[src/rtl/serial_subtractor_pkg.sv]
// rtl/serial_subtractor_pkg.sv - shared state encoding and default width for serial_subtractor
package serial_subtractor_pkg;

  localparam int DEFAULT_WIDTH = 32;

  typedef enum logic [1:0] {
    IDLE = 2'd0,
    RUN  = 2'd1,
    DONE = 2'd2
  } state_t;

endpackage

[src/rtl/fulladder.sv]
// rtl/fulladder.sv - single-bit full-adder cell
module fulladder (
  input  logic a,
  input  logic b,
  input  logic cin,
  output logic sum,
  output logic cout
);

  assign sum  = a ^ b ^ cin;
  assign cout = (a & b) | (cin & (a ^ b));

endmodule

[src/rtl/serial_subtractor.sv]
// rtl/serial_subtractor.sv - bit-serial a - b through one full-adder cell, start/done handshake
// Optional overflow output enabled by defining SERIAL_SUBTRACTOR_OVERFLOW_EN.
module serial_subtractor
  import serial_subtractor_pkg::*;
#(
  parameter int WIDTH = DEFAULT_WIDTH
) (
  input  logic             clk,
  input  logic             rst_n,
  input  logic             start,
  input  logic [WIDTH-1:0] a,
  input  logic [WIDTH-1:0] b,
  output logic             busy,
  output logic             done,
  output logic [WIDTH-1:0] diff,
  output logic             borrow_out
`ifdef SERIAL_SUBTRACTOR_OVERFLOW_EN
  ,
  output logic             overflow
`endif
);

  localparam int CW = $clog2(WIDTH);

  state_t           state, next_state;
  logic [WIDTH-1:0] a_sr, b_sr, res_sr;
  logic [CW-1:0]    count;
  logic             carry;
  logic             fa_sum, fa_cout;
  logic             last_bit;

  // Subtraction as a + ~b + 1: b is inverted at the cell and carry is seeded to 1.
  fulladder u_fa (
    .a    (a_sr[0]),
    .b    (~b_sr[0]),
    .cin  (carry),
    .sum  (fa_sum),
    .cout (fa_cout)
  );

  assign last_bit = (count == CW'(WIDTH - 1));

  always_ff @(posedge clk or negedge rst_n) begin
    if (!rst_n) state <= IDLE;
    else        state <= next_state;
  end

  always_comb begin
    next_state = state;
    busy       = 1'b0;
    done       = 1'b0;
    case (state)
      IDLE: if (start) next_state = RUN;
      RUN: begin
        busy = 1'b1;
        if (last_bit) next_state = DONE;
      end
      DONE: begin
        busy       = 1'b1;
        done       = 1'b1;
        next_state = IDLE;
      end
      default: next_state = IDLE;
    endcase
  end

  always_ff @(posedge clk or negedge rst_n) begin
    if (!rst_n) begin
      a_sr       <= '0;
      b_sr       <= '0;
      res_sr     <= '0;
      count      <= '0;
      carry      <= 1'b1;
      diff       <= '0;
      borrow_out <= 1'b0;
`ifdef SERIAL_SUBTRACTOR_OVERFLOW_EN
      overflow   <= 1'b0;
`endif
    end else begin
      case (state)
        IDLE: begin
          if (start) begin
            a_sr  <= a;
            b_sr  <= b;
            carry <= 1'b1;
            count <= '0;
          end
        end
        RUN: begin
          res_sr <= {fa_sum, res_sr[WIDTH-1:1]};
          carry  <= fa_cout;
          a_sr   <= a_sr >> 1;
          b_sr   <= b_sr >> 1;
          count  <= count + 1'b1;
          if (last_bit) begin
            diff       <= {fa_sum, res_sr[WIDTH-1:1]};
            borrow_out <= ~fa_cout;
`ifdef SERIAL_SUBTRACTOR_OVERFLOW_EN
            // On the last bit the shift registers hold the original operand sign bits.
            overflow   <= (a_sr[0] != b_sr[0]) && (fa_sum != a_sr[0]);
`endif
          end
        end
        default: ;
      endcase
    end
  end

endmodule

[config.mk]
export PLATFORM = sky130hd
export DESIGN_NAME = serial_subtractor
export DESIGN_NICKNAME = d
export VERILOG_FILES = /design/src/rtl/serial_subtractor_pkg.sv /design/src/rtl/fulladder.sv /design/src/rtl/serial_subtractor.sv
export SDC_FILE = /design/constraint.sdc
export NUM_CORES = 1
export LEC_CHECK = 0
export BUFFER_PORTS_ARGS = -buffer_cell sky130_fd_sc_hd__buf_2
export CORE_MARGIN = 2
export CORE_UTILIZATION = 55
export CTS_CLUSTER_SIZE = 30
export DETAILED_ROUTE_END_ITERATION = 8
export PLACE_DENSITY = 0.89
export RECOVER_POWER = 50
export SLEW_MARGIN = 20
export SYNTH_ARGS = -nofsm -noshare
export SYNTH_HDL_FRONTEND = slang
export SYNTH_SLANG_ARGS = --single-unit
[constraint.sdc]
create_clock -name clk -period 5.35 [get_ports clk]
set_input_delay 0.535 -clock clk [delete_from_list [all_inputs] [get_ports clk]]
set_output_delay 0.535 -clock clk [all_outputs]
set_load 0.01 [all_outputs]
==> results.toml, run 1 <==
[final_layout]
nFillCells = 779
antennaDiodeCount = 0
seq_area_mm2 = 0.00340
multi_input_area_mm2 = 0.00217
postLayoutCellArea_mm2 = 0.00692
drive_above_1_share = 0.326
area_growth_syn_to_layout_pct = 20.1
nets = 625

[power_and_ir_drop]
p_leak_uw = 0.00345
peakVddDrop_v = 0.000252
powerDensity_mw_per_mm2 = 571

[global_routing]
grt_overflow = 0
grt_pass1_vias = 3821
antenna_found_initial = 0
grt.total_usage = 0.203
grt_max_degree = 136
grt_first_pass_wirelength_um = 18000

[setup_path]
cp_num_cells = 2
reg2reg_setup_slack_ns = 2.69
critPathBufInv = 2
max_stage_delay_ns = 1.98
r2r_start = "state[1]$_DFFE_PN0P_"
cp_cell_sequence = "buf_6 -> clkbuf_1"
cp-start-kind = "input pin"
cp.required_ns = 5.38
crit_fanout = 86
ff2ff_path_depth = 5
cp.arrival_ns = 3.09
cp-end-kind = "asynchronous set/reset pin"
r2r-end = "count[3]$_DFFE_PN0P_"
crit_slowest_cell = "clkbuf_1"
crit_family = "buffers and inverters"
worst-setup-path-type = "input pin to asynchronous set/reset pin"

[sta]
worst_slew_pin_slew_ns = 2.70
rsz0062_at_grt = "no"
finalMaxSlewViolations = 52
hold_violations = 0
slew_headroom = -0.799
fin_tns_setup_ns = 0
setup_viol = 0
fmax_mhz = 326
period_share = 0.573
finalCriticalPeriod_ns = 3.06
finClkSkew_ns = 0.00875

[route]
wire_per_inst_um = 15.3
dr_total_vias = 3681
via_per_inst = 5.25
wl_um = 10700
drt_iter0_markers = 138
drcViolationCount = 0
drt_first_pass_iters = 4
antenna_left = 0

[placed_design]
hpwlAfterDp_um = 6990
globalplace.congestion = 0.720
placed_area_mm2 = 0.00631
io_buffers = 101

[synthesis]
ys_top_cells_by_area = "dfrtp_1, mux2_2, mux2i_1"
ys_seq_elements = 136
syn_area_mm2 = 0.00576
synth_ff_type = "dfrtp_1"
synth_top_area_share = 0.587
syn-num-nets = 529
synth_common_cells = "dfrtp_1, nand2_1, mux2_2"
synth_top_area_cell = "dfrtp_1"
seq_area_frac_synth = 0.591
async_flop_share = 1.00
synth_area_per_cell_um2 = 12.6
synth.distinct_cells = 26
synth_edf_count = 0
synth_most_common_cell = "dfrtp_1"
yosys_warnings = 0
syn_inst = 456

[hold_path]
hold_class = "input pin to asynchronous set/reset pin"

[clocking]
cts_setup_buffers = 0
ctsResizeCount = 0
h-tree-depth = 4
cts_tree = "done"
cts_hold_buf = 0
numCtsBuffers = 17
clk-insertion-delay-late_ns = 0.51
cts-root-buf = "clkbuf_8"
cts_buffer_depth = 2
clkTransAtPathRegs_ns = 0.06
cts.sinks = 136

[floorplan]
core-area_mm2 = 0.0102
die_area_mm2 = 0.0113
die_h_um = 106
dieWidth_um = 106
pin_count = 102
start_util = 0.563
rows = 37

[status]
status = "finished, violations left"
violations = "capacitance limit, slew limit"

[flow_run]
drv_cap = 1
## report_power, final
group	internal (µW)	total (µW)	switching (µW)
clock	803	1220	421
sequential	1400	1630	231
combinational	521	1100	575
## worst max path at each step
stage / end / start / slack (ns)
floorplan: diff[10]$_DFFE_PN0P_ / count[0]$_DFFE_PN0P_ / 3.52
global placement: count[3]$_DFFE_PN0P_ / state[1]$_DFFE_PN0P_ / 2.80
detailed placement: count[3]$_DFFE_PN0P_ / state[1]$_DFFE_PN0P_ / 2.65
CTS: count[3]$_DFFE_PN0P_ / state[1]$_DFFE_PN0P_ / 2.66
global route: b_sr[2]$_DFFE_PN0P_ / rst_n / 1.63
finish: b_sr[28]$_DFFE_PN0P_ / rst_n / 2.29
## per-stage QoR
step / hold WS (ns) / instances / util / worst slack (ns) / total power [µW]
detailed placement: 0.474 / 669 / 0.617 / 2.65 / 2750
global placement: 0.461 / 669 / 0.617 / 2.80 / 2650
global route: 0.128 / 701 / 0.676 / 1.63 / 4220
CTS: 0.0923 / 701 / 0.678 / 2.66 / 4000
finish: 0.0665 / 701 / 0.676 / 2.29 / 3950
floorplan: 0.239 / 456 / - / 3.52 / 2530
## cells in the final DEF (no fill, tap or decap), types with 5 or more instances in the layout
master | Yosys | routed
buf_2 | 7 | 83
mux2i_1 | 62 | 62
mux2_2 | 63 | 63
clkbuf_1 | 7 | 21
inv_1 | 6 | 6
clkbuf_16 | 0 | 16
bufinv_16 | 0 | 5
nand2_1 | 72 | 72
o21ai_0 | 62 | 62
dfrtp_1 | 135 | 135
## routing by layer
metal / track usage / part of all wire
met1: 0.253 / 0.43
met3: 0.0582 / 0.053
met2: 0.335 / 0.50
met4: 0.0836 / 0.015
met5: 0 / 0
## sequential cells by signal, summed over array words and instances (netlist names)
| signal | count |
|---|---|
| a_sr | 32 |
| b_sr | 32 |
| diff | 32 |
| res_sr | 31 |
| count | 5 |
| state | 2 |
| borrow_out | 1 |
| carry | 1 |
## logic make-up (layout without fill, tap and decap cells)
group | after synthesis | in the layout | synth area share
buffers and inverters | 34 | 143 | 0.0335
AND/OR/NAND/NOR | 78 | 78 | 0.0537
flip-flops | 136 | 136 | 0.591
AO/OA/AOI/OAI | 76 | 76 | 0.0722
adder cells (fa/ha/maj) | 6 | 6 | 0.0143
multiplexers | 126 | 126 | 0.235
## final cells by class
class / count / area share
sequential: 136 / 0.492
multi-input combinational: 286 / 0.314
timing repair buffer: 105 / 0.0753
clock buffer: 20 / 0.0615
clock inverter: 12 / 0.0289
tap: 136 / 0.0246
inverter: 6 / 0.00326
Note: power is estimated with default switching activity, not from simulation.
==> run 2: changes to the inputs <==
- clock period: 5.35 -> 3.1 ns (I/O delays scaled with it)
==> results.toml, run 2 (same netlist as run 1, synthesis figures left out) <==
[status]
status = "finished, violations left"
violations = "capacitance limit, slew limit"

[setup_path]
critPathBufInv = 2
cp-end-kind = "asynchronous set/reset pin"
cp.required_ns = 3.30
crit_fanout = 84
r2r_start = "state[1]$_DFFE_PN0P_"
crit_slowest_cell = "clkbuf_2"
r2r-end = "res_sr[25]$_DFFE_PN0P_"
ff2ff_path_depth = 4
crit_family = "buffers and inverters"
reg2reg_setup_slack_ns = 0.98
cp.arrival_ns = 2.33
max_stage_delay_ns = 1.47
cp-start-kind = "input pin"
worst-setup-path-type = "input pin to asynchronous set/reset pin"
cp_cell_sequence = "dlygate4sd3_1 -> clkbuf_2"

[power_and_ir_drop]
peakVddDrop_v = 0.000488
powerDensity_mw_per_mm2 = 948
p_leak_uw = 0.00344
total_power_uw = 6500

[final_layout]
drive_above_1_share = 0.326
top_regs = "a_sr (32), b_sr (32), diff (32)"
area_growth_syn_to_layout_pct = 19.1
antennaDiodeCount = 0
postLayoutCellArea_mm2 = 0.00686
layout_common_cells = "dfrtp_1, buf_2, nand2_1, mux2_2"
final_common_cell = "dfrtp_1"
nets = 629

[floorplan]
start_util = 0.563
core-area_mm2 = 0.0102
rows = 37
die_h_um = 106
dieWidth_um = 106
pin_count = 102
die_area_mm2 = 0.0113

[route]
drcViolationCount = 0
drt_iter0_markers = 163
antenna_left = 0
via_per_inst = 5.23
drt_first_pass_iters = 4
wl_um = 10500
dr_total_vias = 3679
wire_per_inst_um = 15.0

[clocking]
cts_buffer_depth = 2
cts-root-buf = "clkbuf_8"
ctsResizeCount = 0
clk-insertion-delay-late_ns = 0.51
clkTransAtPathRegs_ns = 0.06
cts.sinks = 136
cts_tree = "done"
h-tree-depth = 4
cts_setup_buffers = 0
cts_hold_buf = 1
numCtsBuffers = 17

[sta]
fin_tns_setup_ns = 0
hold_violations = 0
setup_viol = 0
slew_headroom = -0.370
finalCriticalPeriod_ns = 2.13
finClkSkew_ns = 0.00595
rsz0062_at_grt = "no"
worst_slew_pin_slew_ns = 2.05
finalMaxSlewViolations = 84
period_share = 0.687
fmax_mhz = 469

[placed_design]
io_buffers = 101
placed_area_mm2 = 0.00636
hpwlAfterDp_um = 7060
globalplace.congestion = 0.723

[flow_run]
drv_cap = 1

[global_routing]
grt.total_usage = 0.204
grt_max_degree = 96
grt_pass1_vias = 3958
grt_first_pass_wirelength_um = 18000
antenna_found_initial = 0
grt_overflow = 0

[hold_path]
hp-start = "b[31]"
min_to = "b_sr[31]$_DFFE_PN0P_"
hold_depth = 3
hold_class = "input pin to flip-flop"
run 2: final cells by class:
type	count	area, µm²
tap	136	170
multi-input combinational	286	2170
clock inverter	9	78.8
inverter	6	22.5
timing repair buffer	109	571
sequential	136	3400
fill	775	3370
clock buffer	21	439
run 2: routing by layer:
metal  track usage  routed length, µm  up-vias
met4        0.0695                122        0
li1              -                  -     1782
met5             0                  0        -
met3        0.0699                581        9
met1         0.255               4730     1802
met2         0.332               5110       86
run 2: worst max path at each step:
stage,slack [ns],cells past startpoint,start,end
after floorplan,1.27,6,count[0]$_DFFE_PN0P_,diff[10]$_DFFE_PN0P_
after detailed placement,0.98,4,state[1]$_DFFE_PN0P_,res_sr[25]$_DFFE_PN0P_
after global placement,1.05,4,state[1]$_DFFE_PN0P_,res_sr[25]$_DFFE_PN0P_
after CTS,0.97,4,state[1]$_DFFE_PN0P_,res_sr[25]$_DFFE_PN0P_
final,0.97,2,rst_n,res_sr[26]$_DFFE_PN0P_
after global routing,0.52,2,rst_n,a_sr[11]$_DFFE_PN0P_
run 2: power by group:
part | internal, µW | switching (µW) | total [µW]
registers | 2420 | 391 | 2810
logic | 926 | 1010 | 1940
clock network | 1070 | 689 | 1760
total | 4410 | 2090 | 6500
run 2: metrics by stage:
stage	instances	setup WS (ns)	hold slack, ns	utilization
floorplan	456	1.27	0.0144	-
global placement	672	1.05	0.399	0.621
detailed placement	672	0.977	0.414	0.621
CTS	703	0.969	0.0175	0.673
global route	703	0.521	0.0305	0.670
finish	703	0.969	0.0453	0.670
==> run 3: changes to the inputs <==
- ABC_AREA: unset -> 1
- PLACE_DENSITY: 0.89 -> 0.88
- clock period: 3.1 -> 2 ns (I/O delays scaled with it)
==> results.toml, run 3 <==
[status]
status = "finished, violations left"
violations = "capacitance limit, slew limit"

[setup_path]
reg2reg_setup_slack_ns = 0.26
crit_slowest_cell = "dfrtp_1"
cp_num_cells = 9
startpoint = "state[0]$_DFFE_PN0P_"
cp-end-kind = "flip-flop"
r2r-end = "count[2]$_DFFE_PN0P_"
max_stage_delay_ns = 0.41
crit_fanout = 51
crit_family = "buffers and inverters"
cp-start-kind = "flip-flop"
ff2ff_path_depth = 9
worst-setup-path-type = "flip-flop to flip-flop"
critPathBufInv = 4
cp_cell_sequence = "inv_1 -> ha_1 -> inv_1 -> nand2_1 -> nand2_2 -> inv_2 -> buf_12 -> a21oi_1 -> nor2_1"
crit_top_cell = "inv_1"
crit_end = "count[2]$_DFFE_PN0P_"
cp.arrival_ns = 2.13
cp.required_ns = 2.40
r2r_start = "state[0]$_DFFE_PN0P_"

[clocking]
h-tree-depth = 4
cts_setup_buffers = 0
cts_buffer_depth = 2
clk-insertion-delay-late_ns = 0.51
cts_tree = "done"
cts_hold_buf = 6
clkTransAtPathRegs_ns = 0.06
cts.sinks = 136
cts-root-buf = "clkbuf_8"
numCtsBuffers = 17
ctsResizeCount = 0

[synthesis]
yosys_warnings = 0
synth_top_area_cell = "dfrtp_1"
async_flop_share = 1.00
seq_area_frac_synth = 0.577
syn-num-nets = 715
synth.distinct_cells = 22
syn_area_mm2 = 0.00590
synth_common_cells = "nand2_1, dfrtp_1, o21ai_0"
synth_ff_type = "dfrtp_1"
syn_inst = 642
synth_most_common_cell = "nand2_1"
synth_top_area_share = 0.573
ys_seq_elements = 136
synth_edf_count = 0
ys_top_cells_by_area = "dfrtp_1, nand2_1, o211ai_1"
synth_area_per_cell_um2 = 9.18

[route]
antenna_left = 0
dr_total_vias = 4720
drcViolationCount = 0
wl_um = 12600
drt_iter0_markers = 302
wire_per_inst_um = 14.1
via_per_inst = 5.31
drt_first_pass_iters = 5

[sta]
hold_violations = 0
period_share = 0.868
slew_headroom = -0.0361
finalCriticalPeriod_ns = 1.74
worst_slew_pin_slew_ns = 1.55
rsz0062_at_grt = "no"
setup_viol = 0
finalMaxSlewViolations = 60
layout_setup_ws_ns = 0.265
fin_tns_setup_ns = 0
fmax_mhz = 576
finClkSkew_ns = 0.00948

[floorplan]
core-area_mm2 = 0.0104
rows = 37
start_util = 0.569
die_area_mm2 = 0.0116
pin_count = 102
dieWidth_um = 108
die_h_um = 108

[global_routing]
grt_first_pass_wirelength_um = 20600
grt.total_usage = 0.226
grt_max_degree = 69
grt_overflow = 0
antenna_found_initial = 0
grt_pass1_vias = 4539

[final_layout]
final_common_cell = "nand2_1"
layout_common_cells = "nand2_1, dfrtp_1, buf_2, o21ai_0, o211ai_1"
top_regs = "a_sr (32), b_sr (32), diff (32)"
area_growth_syn_to_layout_pct = 22.0
antennaDiodeCount = 0
drive_above_1_share = 0.240
nets = 813
nFillCells = 813

[placed_design]
io_buffers = 101
hpwlAfterDp_um = 7850
dp_worst_setup_slack_ns = 0.297
globalplace.congestion = 0.765

[flow_run]
drv_cap = 1

[hold_path]
hold_class = "input pin to flip-flop"
hold_depth = 4

[power_and_ir_drop]
p_leak_uw = 0.00355
peakVddDrop_v = 0.000809
powerDensity_mw_per_mm2 = 1510
==> run 3: changes by cell type after synthesis, sizes merged, moves of 12 or more <==
cell	before	now
mux2	63	1
inv	6	42
o211ai	1	60
or2	0	58
buf	21	33
mux2i	63	0
nand2	72	212
==> run 3: worst min path at each step <==
stage | slack [ns] | from | endpoint
after floorplan | -0.1 | rst_n | a_sr[0]$_DFFE_PN0P_
after global placement | 0.21 | rst_n | diff[11]$_DFFE_PN0P_
after detailed placement | 0.21 | rst_n | diff[11]$_DFFE_PN0P_
after CTS | 0.0005 | a[4] | a_sr[4]$_DFFE_PN0P_
after global routing | 0.01 | b[12] | b_sr[12]$_DFFE_PN0P_
final | 0.01 | b[18] | b_sr[18]$_DFFE_PN0P_
==> run 3: cell type report <==
type                            count  area (µm²)  share of cell area
Clock buffer                       21         439              0.0611
Clock inverter                     11         148              0.0205
Inverter                           42         158              0.0219
Multi-Input combinational cell    422        2140               0.297
Sequential cell                   136        3400               0.473
Tap cell                          136         170              0.0237
Timing Repair Buffer              121         737               0.102
==> run 3: through the flow <==
| stage | utilization | cells | total power, µW | area, µm² | hold slack (ns) |
|---|---|---|---|---|---|
| floorplan | - | 642 | 6770 | 5900 | -0.0956 |
| CTS | 0.696 | 889 | 10900 | 7220 | 0.000473 |
| global placement | 0.634 | 851 | 7460 | 6570 | 0.207 |
| global route | 0.694 | 889 | 11600 | 7190 | 0.0111 |
| finish | 0.694 | 889 | 10800 | 7190 | 0.0110 |
| detailed placement | 0.634 | 851 | 7700 | 6570 | 0.214 |
==> run 3: cell families after synthesis <==
logic type	after synthesis	synth area share
buffers and inverters	84	0.0626
adder cells (fa/ha/maj)	6	0.0140
AO/OA/AOI/OAI	133	0.138
flip-flops	136	0.577
multiplexers	1	0.00191
AND/OR/NAND/NOR	282	0.206
==> run 3: layer usage <==
| metal | vias up | wire, µm | share of wire | track usage |
|---|---|---|---|---|
| li1 | 2274 | - | - | - |
| met2 | 183 | 6310 | 0.50 | 0.381 |
| met3 | 17 | 786 | 0.063 | 0.0521 |
| met4 | 0 | 140 | 0.011 | 0.0623 |
| met1 | 2246 | 5330 | 0.42 | 0.295 |
| met5 | - | 0 | 0 | 0 |
==> run 3: tightest hold or removal path, delay by kind of cell <==
| family | cells | cell delay [ns] |
|---|---|---|
| AND/OR/NAND/NOR | 2 | 0.14 |
| AO/OA/AOI/OAI | 1 | 0.08 |
| buffers and inverters | 1 | 0.07 |
==> run 3: power breakdown <==
part	internal [µW]	switching (µW)	leakage, µW
logic	1360	2220	0.00150
registers	3660	512	0.00177
clock network	1940	1150	0.000286
total	6960	3880	0.00355
